<file path="src/rtl/bht_btb_predictor.sv">
// bht_btb_predictor
// Direct-mapped branch predictor for the IF stage: a table of saturating
// direction counters merged with a tagged branch-target buffer. Lookup is
// combinational (zero latency); training comes from EX one update per clock.
//
// Ports
//   clk             rising-edge clock
//   reset           asynchronous active-low reset; clears the whole table
//   flush           synchronous clear of all valid bits (ctr/target kept)
//   lookup_pc       fetch PC
//   predict_hit     entry at lookup index is valid and its tag matches
//   predict_taken   hit and counter MSB set
//   predict_target  stored target when predicted taken, else lookup_pc+4
//   ctr_state       counter at lookup index, regardless of hit
//   upd_valid       resolved-branch update strobe
//   upd_pc          PC of the resolved branch
//   upd_taken       actual outcome
//   upd_target      actual taken target
//   mispredict      update disagrees with the (pre-update) table contents
//   mispred_count   saturating count of mispredictions
module bht_btb_predictor #(
    parameter int ADDR_W   = 32,
    parameter int IDX_BITS = 4,
    parameter int TAG_BITS = 6,
    parameter int CTR_BITS = 2,
    parameter int CNT_W    = 16
) (
    input  logic              clk,
    input  logic              reset,
    input  logic              flush,
    input  logic [ADDR_W-1:0] lookup_pc,
    output logic              predict_hit,
    output logic              predict_taken,
    output logic [ADDR_W-1:0] predict_target,
    output logic [CTR_BITS-1:0] ctr_state,
    input  logic              upd_valid,
    input  logic [ADDR_W-1:0] upd_pc,
    input  logic              upd_taken,
    input  logic [ADDR_W-1:0] upd_target,
    output logic              mispredict,
    output logic [CNT_W-1:0]  mispred_count
);

    localparam int ENTRIES = 2 ** IDX_BITS;
    localparam logic [ADDR_W-1:0]   PC_STEP = ADDR_W'(4);
    localparam logic [CTR_BITS-1:0] CTR_ONE = CTR_BITS'(1);
    localparam logic [CTR_BITS-1:0] CTR_MAX = '1;
    // weakly taken: MSB set, all lower bits clear
    localparam logic [CTR_BITS-1:0] CTR_WT  = CTR_ONE << (CTR_BITS - 1);
    localparam logic [CNT_W-1:0]    CNT_ONE = CNT_W'(1);
    localparam logic [CNT_W-1:0]    CNT_MAX = '1;

    logic [ENTRIES-1:0]                valid_q, valid_d;
    logic [ENTRIES-1:0][TAG_BITS-1:0]  tag_q,   tag_d;
    logic [ENTRIES-1:0][CTR_BITS-1:0]  ctr_q,   ctr_d;
    logic [ENTRIES-1:0][ADDR_W-1:0]    tgt_q,   tgt_d;
    logic [CNT_W-1:0]                  cnt_q,   cnt_d;

    // lookup side
    logic [IDX_BITS-1:0] l_idx;
    logic [TAG_BITS-1:0] l_tag;
    assign l_idx = lookup_pc[IDX_BITS+1:2];
    assign l_tag = lookup_pc[IDX_BITS+TAG_BITS+1:IDX_BITS+2];

    assign predict_hit    = valid_q[l_idx] && (tag_q[l_idx] == l_tag);
    assign predict_taken  = predict_hit && ctr_q[l_idx][CTR_BITS-1];
    assign predict_target = predict_taken ? tgt_q[l_idx] : (lookup_pc + PC_STEP);
    assign ctr_state      = ctr_q[l_idx];

    // update side, evaluated against the registered (old) table
    logic [IDX_BITS-1:0] u_idx;
    logic [TAG_BITS-1:0] u_tag;
    logic                u_hit, u_pred_taken;
    assign u_idx        = upd_pc[IDX_BITS+1:2];
    assign u_tag        = upd_pc[IDX_BITS+TAG_BITS+1:IDX_BITS+2];
    assign u_hit        = valid_q[u_idx] && (tag_q[u_idx] == u_tag);
    assign u_pred_taken = u_hit && ctr_q[u_idx][CTR_BITS-1];

    assign mispredict = upd_valid &&
                        ((upd_taken != u_pred_taken) ||
                         (upd_taken && u_pred_taken && (tgt_q[u_idx] != upd_target)));

    assign mispred_count = cnt_q;

    // only the index/tag field of upd_pc matters
    logic unused_upd_pc;
    assign unused_upd_pc = ^upd_pc;

    always_comb begin
        valid_d = valid_q;
        tag_d   = tag_q;
        ctr_d   = ctr_q;
        tgt_d   = tgt_q;
        cnt_d   = cnt_q;

        // counted even when a flush drops the update
        if (mispredict && (cnt_q != CNT_MAX))
            cnt_d = cnt_q + CNT_ONE;

        if (flush) begin
            valid_d = '0;
        end else if (upd_valid) begin
            if (u_hit) begin
                if (upd_taken) begin
                    if (ctr_q[u_idx] != CTR_MAX)
                        ctr_d[u_idx] = ctr_q[u_idx] + CTR_ONE;
                    tgt_d[u_idx] = upd_target;
                end else if (ctr_q[u_idx] != '0) begin
                    ctr_d[u_idx] = ctr_q[u_idx] - CTR_ONE;
                end
            end else if (upd_taken) begin
                // allocate / replace on a taken miss
                valid_d[u_idx] = 1'b1;
                tag_d[u_idx]   = u_tag;
                ctr_d[u_idx]   = CTR_WT;
                tgt_d[u_idx]   = upd_target;
            end
        end
    end

    always_ff @(posedge clk or negedge reset) begin
        if (!reset) begin
            valid_q <= '0;
            tag_q   <= '0;
            ctr_q   <= '0;
            tgt_q   <= '0;
            cnt_q   <= '0;
        end else begin
            valid_q <= valid_d;
            tag_q   <= tag_d;
            ctr_q   <= ctr_d;
            tgt_q   <= tgt_d;
            cnt_q   <= cnt_d;
        end
    end

endmodule

</file>
<file path="config.mk">
export PLATFORM = sky130hd
export DESIGN_NAME = bht_btb_predictor
export DESIGN_NICKNAME = d
export VERILOG_FILES = /design/src/rtl/bht_btb_predictor.sv
export SDC_FILE = /design/constraint.sdc
export NUM_CORES = 1
export LEC_CHECK = 0
export CORE_MARGIN = 2
export CORE_UTILIZATION = 51
export CTS_CLUSTER_SIZE = 14
export DETAILED_ROUTE_END_ITERATION = 7
export GPL_TIMING_DRIVEN = 0
export PLACE_DENSITY = 0.69
export SYNTH_ARGS = -nofsm -noshare
export SYNTH_HDL_FRONTEND = slang
export SYNTH_SLANG_ARGS = --single-unit
</file>
<file path="constraint.sdc">
create_clock -name clk -period 9.4 [get_ports clk]
set_clock_uncertainty 0.15 [all_clocks]
set_input_delay 2.82 -clock clk [delete_from_list [all_inputs] [get_ports clk]]
set_output_delay 2.82 -clock clk [all_outputs]
set_load 0.005 [all_outputs]
</file>
==> results of run 1 <==
## cells by family after synthesis
group                    Yosys count
AND/OR/NAND/NOR                  285
multiplexers                    1072
flip-flops                       672
adder cells (fa/ha/maj)            5
buffers and inverters            254
AO/OA/AOI/OAI                    158
XOR/XNOR                          96
## Yosys cell counts (5+ instances only)
library cell	n	area [um^2]
buf_4	11	82.58
mux2_1	12	135.1
a22oi_1	33	247.7
mux4_2	330	7432
nor2b_1	23	143.9
and3_1	18	112.6
nor2_1	72	270.3
a21o_1	16	120.1
mux2i_1	94	940.9
o22ai_1	8	50.05
a211oi_1	7	52.55
and2_1	8	50.05
mux2_2	634	7139
a21oi_1	47	235.2
nand3_1	46	230.2
dfrtp_1	672	16820
xnor2_1	38	332.8
buf_1	24	90.09
a22o_1	5	43.79
nor3_1	17	85.08
buf_2	35	175.2
clkbuf_1	157	589.3
xor2_1	58	508.0
buf_6	13	146.4
ha_1	5	62.56
nand4_1	25	156.4
a221oi_1	11	96.34
inv_1	12	45.04
o21ai_0	14	70.07
nand2_1	45	168.9
## power by group
group          total, mW  internal, mW  switching (mW)  leakage [nW]
Clock               2.89          1.63            1.26          1.15
Combinational       1.54         0.863           0.681          9.25
Sequential          3.57          3.27           0.307          8.93
## timing repair
action / CTS / global route
gates resized for setup: 333 / 31
gates cloned: 5 / 0
setup buffers: 50 / 0
pin swaps: 19 / 7
setup endpoints to repair: 36 / 23
## per-stage QoR
stage          instance area, um^2  hold slack [ps]  cells  worst slack (ps)
2_1_floorplan                37090            311.2   2542             606.7
3_3_place_gp                 39360            322.5   3600            -23650
3_5_place_dp                 39630            328.4   3611             -2965
4_1_cts                      43530            338.0   3797             1.231
5_1_grt                      43630            370.6   3799            -50.16
6_report                     43630            344.7   3801             40.50
## final cells by class
type / instances / area, um^2 / area share (%)
clock buffers: 106 / 2082 / 4.772
diodes: 2 / 5.005 / 0.01147
repair buffers: 177 / 1927 / 4.416
inverters: 12 / 48.80 / 0.1118
multi-input cells: 1616 / 19520 / 44.73
clock inverters: 26 / 245.2 / 0.5620
well taps: 950 / 1189 / 2.724
plain buffers: 240 / 1802 / 4.129
flip-flops and latches: 672 / 16820 / 38.54
## critical path, delay by kind of cell
family | cells | cell delay (ps)
buf+inv | 6 | 2280
mux | 3 | 1250
## sequential cells by signal, indices dropped and copies added (netlist names)
register       cells
tag_q             96
tgt_q            512
ctr_q             32
mispred_count     16
valid_q           16
## routing by layer
layer / routed length [um] / share of wire, % / up-vias
met4: 9592 / 7.3 / 8
met2: 59180 / 45 / 1651
met5: 56 / 0.043 / -
li1: - / - / 10269
met3: 14320 / 11 / 506
met1: 48240 / 37 / 13997
## worst min path at each step
| stage | start | end | cells after the start |
|---|---|---|---|
| CTS | mispred_count[11] | mispred_count[11] | 1 |
| detailed placement | mispred_count[11] | mispred_count[11] | 1 |
| floorplan | valid_q[5] | valid_q[5] | 1 |
| global placement | mispred_count[11] | mispred_count[11] | 1 |
| finish | mispred_count[11] | mispred_count[11] | 1 |
| global route | valid_q[9] | valid_q[9] | 1 |
==> impl_metrics.toml, run 1 <==
[yosys]
synth_compound_area_share_pct = 2.891
ys_types = 61
synth_xor_area_share_pct = 2.267
synth_edf_count = 0
synth_ff_type = "dfrtp_1"
ys_warn_count = 0
ys_seq_area_share_pct = 45.34
synth_cells = 2542
synth_adder_area_share_pct = 0.1687
synthMuxAreaShare_pct = 42.27
synth-simple-area-share_pct = 3.974
synthArstFlopShare_pct = 100.0
synth_area_um2 = 37090
synthesis.nets = 2648
postSynthAreaPerCell_um2 = 14.59
synth_top_family_by_area = "multiplexers"
synth-seq-cells = 672

[finish]
nFillCells = 5396
area_growth_pct = 17.64
fin_nets = 2899
drive_above_1_share_pct = 46.89
post-route-util_pct = 60.83
final_cell_mix = "672 x dfrtp_1, 634 x mux2_2, 330 x mux4_2"
final_common_cell = "dfrtp_1"

[sta]
tns_ps = 0
fmax_mhz = 106.8
tightest_slew_ps = 1292
finalSetupViolCount = 0
min_period_ps = 9359
min_period_over_period_pct = 99.57
hold_viol_final = 0
relSlewSlack_pct = 13.84
drv_slew = 0
rsz0062_at_grt = "yes"

[critical_path]
cp_slowest_cell = "clkbuf_1"
slowest_delay_ps = 650
crit_type = "in2out"
reg2reg_depth = 13
timing.rr.end = "mispred_count[1]"
setup.worst_path.start = "lookup_pc[3]"
ff2ff_setup_slack_ps = 4870
arrival_ps = 6390
required_ps = 6430
crit_end = "predict_target[0]"
end_kind = "primary output"
path_max_fanout = 10
crit_path_cell_trace = "clkdlybuf4s15_2 -> clkbuf_4 -> clkbuf_4 -> clkbuf_4 -> clkbuf_1 -> mux4_2 -> mux4_2 -> mux2_2 -> clkdlybuf4s50_1"
reg2reg_from = "tag_q[91]"
cpMostUsedCell = "clkbuf_4"
start_kind = "primary input"

[drt]
via_count = 26431
drc = 0
drt_iter0_drc = 3109
firstDrtPassIters = 6
routed_wirelength_um = 131400
drtAntennaViolNets = 0
vias_per_cell = 6.954
wl_per_cell_um = 34.56

[clock_tree]
postCtsHoldBufs = 0
cts_sinks = 672
path_clk_slew_ps = 60
clk_latency_ps = 660
cts_htree_levels = 3
numCtsBuffers = 74
clk_path_buf_depth = 3
cts_tree = "built"
cts_root_buffer = "clkbuf_16"

[global_route]
grt_usage_pct = 35.68
grt_use_met1_pct = 45.08
grt_use_met3_pct = 11.95
antenna_found_initial = 7
grt_pass1_vias = 27310
overflow = 0
grt_max_degree = 125
use_met2_pct = 53.28
busiest_layer = "met2"
grt_pass1_wl_um = 190500

[placed_design]
port_buffers = 108
dp_hpwl_um = 87320
gp_congestion = 0.9239

[die]
dieArea_um2 = 74900
core_area_um2 = 71730
start_util_pct = 51.71
dieHeight_um = 273.7
die_w_um = 273.7
row_count = 98
io_pins = 154

[power]
ir_drop_mv = 0.1766
p_leak_nw = 19.33
power_mw = 8.009
power_density_nw_per_um2 = 183.6

[outcome]
outcome = "complete, no violations"

[worst_hold_path]
min-delay-path-class = "reg2reg"

[run]
maxCapViolCount = 0
(Power assumes the default switching activity.)
==> inputs of run 2 (changes only) <==
CORE_ASPECT_RATIO = 1.1   (was not set)
==> run 2 against run 1 <==
The run now ends with max-capacitance violations, max-slew violations, negative setup slack left. Register-to-register slack got worse by 120 ps. Non-clock buffer count rose by 9. Die area barely moved. Sequential power barely moved. Via count barely moved. Setup slack got worse by 63 ps. Highest routed layer unchanged. Critical endpoint is now mispredict. Count of clock-buffer cells in the layout rose by 4. Combinational power barely moved. First-iteration DRC count fell by 3.2%. Critical path depth rose by 4. Sequential share of layout area fell by 0.39 points.
==> impl_metrics.toml, run 2 (synthesis gave the netlist of run 1 again) <==
[critical_path]
path_max_fanout = 10
cp.depth = 13
crit_buf_inv = 5
crit_type = "in2out"
ff2ff_setup_slack_ps = 4750
end_kind = "primary output"
reg2reg_depth = 13
reg2reg_from = "tag_q[19]"
crit_family = "buffers and inverters"
required_ps = 6430
setup.worst_path.start = "upd_pc[5]"
crit_path_cell_trace = "clkdlybuf4s15_2 -> bufbuf_16 -> buf_8 -> clkbuf_16 -> mux4_2 -> mux2i_1 -> xor2_1 -> nand4_1 -> or4_4 -> a211o_4 -> a21oi_2 -> nor2b_1 -> clkdlybuf4s50_1"
cp_slowest_cell = "or4_4"
crit_end = "mispredict"
start_kind = "primary input"
slowest_delay_ps = 500
arrival_ps = 6450
timing.rr.end = "mispred_count[1]"

[clock_tree]
numCtsBuffers = 75
clk_path_buf_depth = 3
path_clk_slew_ps = 50
cts_root_buffer = "clkbuf_16"
clk_latency_ps = 640
cts_sinks = 672
cts_htree_levels = 3
cts_tree = "built"

[placed_design]
dp_hpwl_um = 87400
placed_area_um2 = 39620
port_buffers = 108
dp.cells = 3608
gp_congestion = 0.9403

[die]
core_area_um2 = 71910
start_util_pct = 51.58
die_w_um = 261.1
dieArea_um2 = 74900
io_pins = 154
dieHeight_um = 286.8
row_count = 103

[drt]
drt_iter0_drc = 3011
routed_wirelength_um = 131500
firstDrtPassIters = 5
drc = 0
vias_per_cell = 6.935
wl_per_cell_um = 34.51
drtAntennaViolNets = 0
via_count = 26421

[sta]
hold_viol_final = 0
relSlewSlack_pct = -5.108
fin_ws_ps = -22.09
rsz0062_at_grt = "yes"
drv_slew = 8
fmax_mhz = 106.1
tightest_slew_ps = 1565
finalSetupViolCount = 1
min_period_over_period_pct = 100.2
min_period_ps = 9422

[finish]
top_register = "tgt_q"
fin_nets = 2909
area_growth_pct = 18.82
drive_above_1_share_pct = 47.56
final_cell_mix = "672 x dfrtp_1, 634 x mux2_2, 330 x mux4_2"
regArea_um2 = 16820
fin_cells = 3810
largestRegisters = "tgt_q: 512 flops, tag_q: 96 flops, ctr_q: 32 flops"
design_area_um2 = 44070
nFillCells = 5380
largest_register_ffs = 512
final_common_cell = "dfrtp_1"
multiInputGateArea_um2 = 19560

[global_route]
overflow = 0
grt_usage_pct = 35.54
grt_max_degree = 128
grt_pass1_vias = 27230
antenna_found_initial = 6
grt_pass1_wl_um = 190000

[power]
p_leak_nw = 19.48
power_density_nw_per_um2 = 185.5
ir_drop_mv = 0.1305

[outcome]
outcome = "finished, violations left"
violations = "max-capacitance violations, max-slew violations, negative setup slack"

[worst_hold_path]
whs_path_depth = 1
min-delay-path-class = "reg2reg"

[run]
maxCapViolCount = 2
[run 2: changes by cell type in the layout (fill, tap and decap cells not counted), sizes merged, moves of 3 or more]
cell / before / now
clkdlybuf4s50: 82 / 98
buf: 148 / 160
dlygate4sd2: 12 / 1
dlymetal6s2s: 6 / 2
inv: 17 / 14
[run 2: layout make-up]
cell class,count,share of cell area (%)
Sequential cell,672,38.15
Buffer,240,4.426
Clock buffer,110,5.062
Clock inverter,28,0.6899
Inverter,12,0.1107
Timing Repair Buffer,186,4.500
Antenna cell,1,0.005678
Multi-Input combinational cell,1616,44.37
Tap cell,945,2.683
[run 2: how the worst min path moves through the flow]
stage	startpoint	slack (ps)	end
detailed placement	valid_q[7]	340	valid_q[7]
finish	mispred_count[14]	340	mispred_count[14]
CTS	mispred_count[14]	350	mispred_count[14]
floorplan	valid_q[5]	310	valid_q[5]
global route	mispred_count[14]	370	mispred_count[14]
global placement	valid_q[9]	320	valid_q[9]
[run 2: metrics by stage]
stage / power (mW) / setup WS (ps) / hold WS, ps / util, % / TNS, ps
global route: 8.439 / -106.3 / 370.4 / 61.29 / -106.3
floorplan: 4.497 / 606.7 / 311.2 / - / 0
global placement: 4.976 / -23570 / 322.4 / 54.73 / -
CTS: 8.159 / 3.711 / 347.2 / 61.00 / 0
finish: 8.178 / -22.09 / 343.6 / 61.29 / -22.09
detailed placement: 5.048 / -2452 / 336.2 / 55.10 / -75740
[run 2: worst register-to-register path, stage by stage, from the launching register on]
cell	delay (ps)
dfrtp_1	420
mux4_2	490
a22oi_1	230
a21oi_1	100
or4_1	610
nor4_4	400
buf_4	250
and2_1	150
ha_1	260
inv_1	210
o2111ai_2	200
a211oi_4	620
nor2_2	140
mux2_4	320
[run 2: what timing repair did]
action,in CTS,in global routing
cloned,2,1
resized for setup,360,26
hold buffers,0,0
endpoints found under the setup margin,37,26
pin swaps,22,8
buffers inserted,51,11
[run 2: per-layer routing]
layer,wire [um],track usage (%),vias to the layer above
met1,47510,44.68,13983
li1,-,-,10249
met4,10080,22.94,10
met5,67,0,-
met2,60130,54.46,1658
met3,13700,9.683,521
[run 2: where the power goes]
| part | internal (mW) | leakage (nW) | switching, mW |
|---|---|---|---|
| combinational | 0.880 | 9.29 | 0.684 |
| sequential | 3.27 | 8.93 | 0.307 |
| clock | 1.79 | 1.26 | 1.25 |
| total | 5.94 | 19.5 | 2.24 |
==> inputs of run 3 (changes only) <==
--- a/config.mk
+++ b/config.mk
@@ -11,6 +11,7 @@
 export CTS_CLUSTER_SIZE = 14
 export DETAILED_ROUTE_END_ITERATION = 7
+export DONT_BUFFER_PORTS = 1
 export GPL_TIMING_DRIVEN = 0
-export PLACE_DENSITY = 0.69
+export PLACE_DENSITY = 0.66
 export SYNTH_ARGS = -nofsm -noshare
 export SYNTH_HDL_FRONTEND = slang
==> constraint.sdc (replaced) <==
create_clock -name clk -period 9.4 [get_ports clk]
set_clock_uncertainty 0.15 [all_clocks]
set_input_delay 2.82 -clock clk [delete_from_list [all_inputs] [get_ports clk]]
set_output_delay 2.82 -clock clk [all_outputs]
set_load 0.1 [all_outputs]
==> run 3 against run 2 <==
The run ends with max-capacitance violations, max-slew violations left. Utilization down 2.7 points. First-iteration DRC count rose by 11%. Via count down 3.4%. Maximum frequency up 0.29%. Global-route usage is 0.33 points lower. Hold slack better by 9.8 ps. Sequential power rose by 2%. Non-clock buffer count is 167 lower. Count of clock-buffer cells in the layout fell by 2. Setup slack gained 27 ps. Wire length is 1.5% lower.
==> impl_metrics.toml, run 3 (synthesis gave the netlist of run 1 again) <==
[global_route]
overflow = 0
grt_usage_pct = 35.20
grt_pass1_wl_um = 188100
grt_max_degree = 673
antenna_found_initial = 5
grt_pass1_vias = 26733

[outcome]
violations = "max-capacitance violations, max-slew violations"
outcome = "finished, violations left"

[drt]
drc = 0
vias_per_cell = 7.007
wl_per_cell_um = 35.56
via_count = 25519
firstDrtPassIters = 8
routed_wirelength_um = 129500
drt_iter0_drc = 3354
drtAntennaViolNets = 0

[finish]
fin_nets = 2742
nFillCells = 5531
fin_cells = 3642
drive_above_1_share_pct = 47.44
top_register = "tgt_q"
final_cell_mix = "672 x dfrtp_1, 634 x mux2_2, 330 x mux4_2"
largestRegisters = "tgt_q: 512 flops, tag_q: 96 flops, ctr_q: 32 flops"
largest_register_ffs = 512
final_common_cell = "dfrtp_1"
area_growth_pct = 13.63

[critical_path]
slowest_delay_ps = 450
crit_path_cell_trace = "buf_6 -> buf_6 -> buf_8 -> buf_12 -> buf_12 -> buf_6 -> mux4_2 -> mux2i_1 -> xor2_2 -> nand4_1 -> or3_4 -> a211o_1 -> a21oi_2 -> nor2b_4"
arrival_ps = 6420
timing.rr.end = "mispred_count[11]"
ff2ff_setup_slack_ps = 4770
crit_type = "in2out"
reg2reg_from = "tag_q[91]"
path_max_fanout = 10
required_ps = 6430
reg2reg_depth = 14
crit_buf_inv = 6
start_kind = "primary input"
cp_slowest_cell = "xor2_2"
cpMostUsedCell = "buf_6"
crit_family = "buffers and inverters"
end_kind = "primary output"

[power]
p_clk_share_pct = 38.8
power_mw = 8.317
ir_drop_mv = 0.1229
p_leak_nw = 18.54
pwr-share-seq_pct = 44.0
p_int_mw = 5.999
p_comb_share_pct = 17.2
power.switching_mw = 2.318
switching_share_pct = 27.87
power_density_nw_per_um2 = 197.3

[clock_tree]
cts_tree = "built"
cts_sinks = 672
path_clk_slew_ps = 60
clk_path_buf_depth = 3
numCtsBuffers = 75
postCtsHoldBufs = 0
clk_latency_ps = 640
cts_root_buffer = "clkbuf_16"
cts_htree_levels = 3

[placed_design]
dp_hpwl_um = 87220
dp.cells = 3496
port_buffers = 0
gp_congestion = 0.9423

[die]
core_area_um2 = 71910
start_util_pct = 51.58
row_count = 103
dieHeight_um = 286.8
io_pins = 154
die_w_um = 261.1
dieArea_um2 = 74900

[worst_hold_path]
hold_start = "valid_q[12]"
min-delay-path-class = "reg2reg"
whs_path_depth = 1
holdPathEnd = "valid_q[12]"

[run]
maxCapViolCount = 1

[sta]
relSlewSlack_pct = -1.123
finalSetupViolCount = 0
hold_viol_final = 0
tightest_slew_ps = 1505
fmax_mhz = 106.4
min_period_over_period_pct = 99.94
drv_slew = 7
min_period_ps = 9395
==> run 3: changes by cell type in the layout (fill, tap and decap cells not counted), sizes merged, moves of 2 or more <==
cell,previous run,this run
clkdlybuf4s15,8,3
clkdlybuf4s50,98,0
diode,1,5
bufinv,5,11
buf,160,96
clkinv,18,11
dlymetal6s2s,2,0
clkbuf,265,268
==> run 3: area by class of cell <==
type	count	area, um^2	share of cell area [%]
Multi-Input combinational cell	1616	19700	46.75
Clock buffer	108	2233	5.299
Timing Repair Buffer	18	231.5	0.5492
Inverter	12	52.55	0.1247
Clock inverter	25	437.9	1.039
Antenna cell	5	12.51	0.02969
Buffer	241	1479	3.509
Sequential cell	672	16820	39.90
Tap cell	945	1182	2.805
==> run 3: what timing repair did <==
action / CTS / global route
resized for setup: 110 / 37
pin swaps: 4 / 6
setup buffers: 1 / 7
endpoints found under the setup margin: 35 / 29
==> run 3: worst max path at each step <==
stage	startpoint	end	slack (ps)	cells past startpoint
2_1_floorplan	lookup_pc[2]	predict_target[22]	-180	10
3_3_place_gp	lookup_pc[3]	predict_target[11]	-2450	11
3_5_place_dp	lookup_pc[4]	predict_target[11]	-1400	7
4_1_cts	upd_pc[3]	mispredict	10	14
5_1_grt	upd_pc[3]	mispredict	-10	15
6_report	upd_pc[3]	mispredict	5	14
==> run 3: worst reg2reg max path: stages (launching register included) <==
cell	delay (ps)
dfrtp_1	390
mux4_2	480
a22oi_1	250
a21oi_1	90
or4_1	590
nor4_4	390
clkbuf_4	290
and2_1	180
ha_1	270
inv_1	180
o2111ai_2	160
a211oi_4	570
buf_6	230
nor3_1	70
xor2_1	150
==> run 3: routing by layer <==
metal,share of wire [%],up-vias,track usage (%)
met5,0.064,-,0.7106
met4,6.2,4,20.16
met3,10,412,8.280
met2,47,1595,54.69
met1,37,13561,45.48
li1,-,9947,-
==> run 3: metrics by stage <==
step	hold WS [ps]	TNS [ps]	area (um^2)	util [%]	worst slack (ps)
detailed placement	341.2	-37010	38910	54.10	-1397
global placement	322.3	-73650	38720	53.85	-2448
CTS	354.9	0	41940	58.32	9.588
finish	353.4	0	42150	58.61	5.327
global route	374.6	-12.30	42140	58.59	-12.30
floorplan	311.2	-4607	37540	-	-181.9
==> run 3: power by group through the flow <==
stage	combinational, mW	sequential, mW	clock, mW
3_3_place_gp	1.35	3.66	0
6_report	1.43	3.66	3.23
2_1_floorplan	1.09	3.58	0
5_1_grt	1.50	3.70	3.36
3_5_place_dp	1.38	3.69	0
4_1_cts	1.41	3.64	3.24
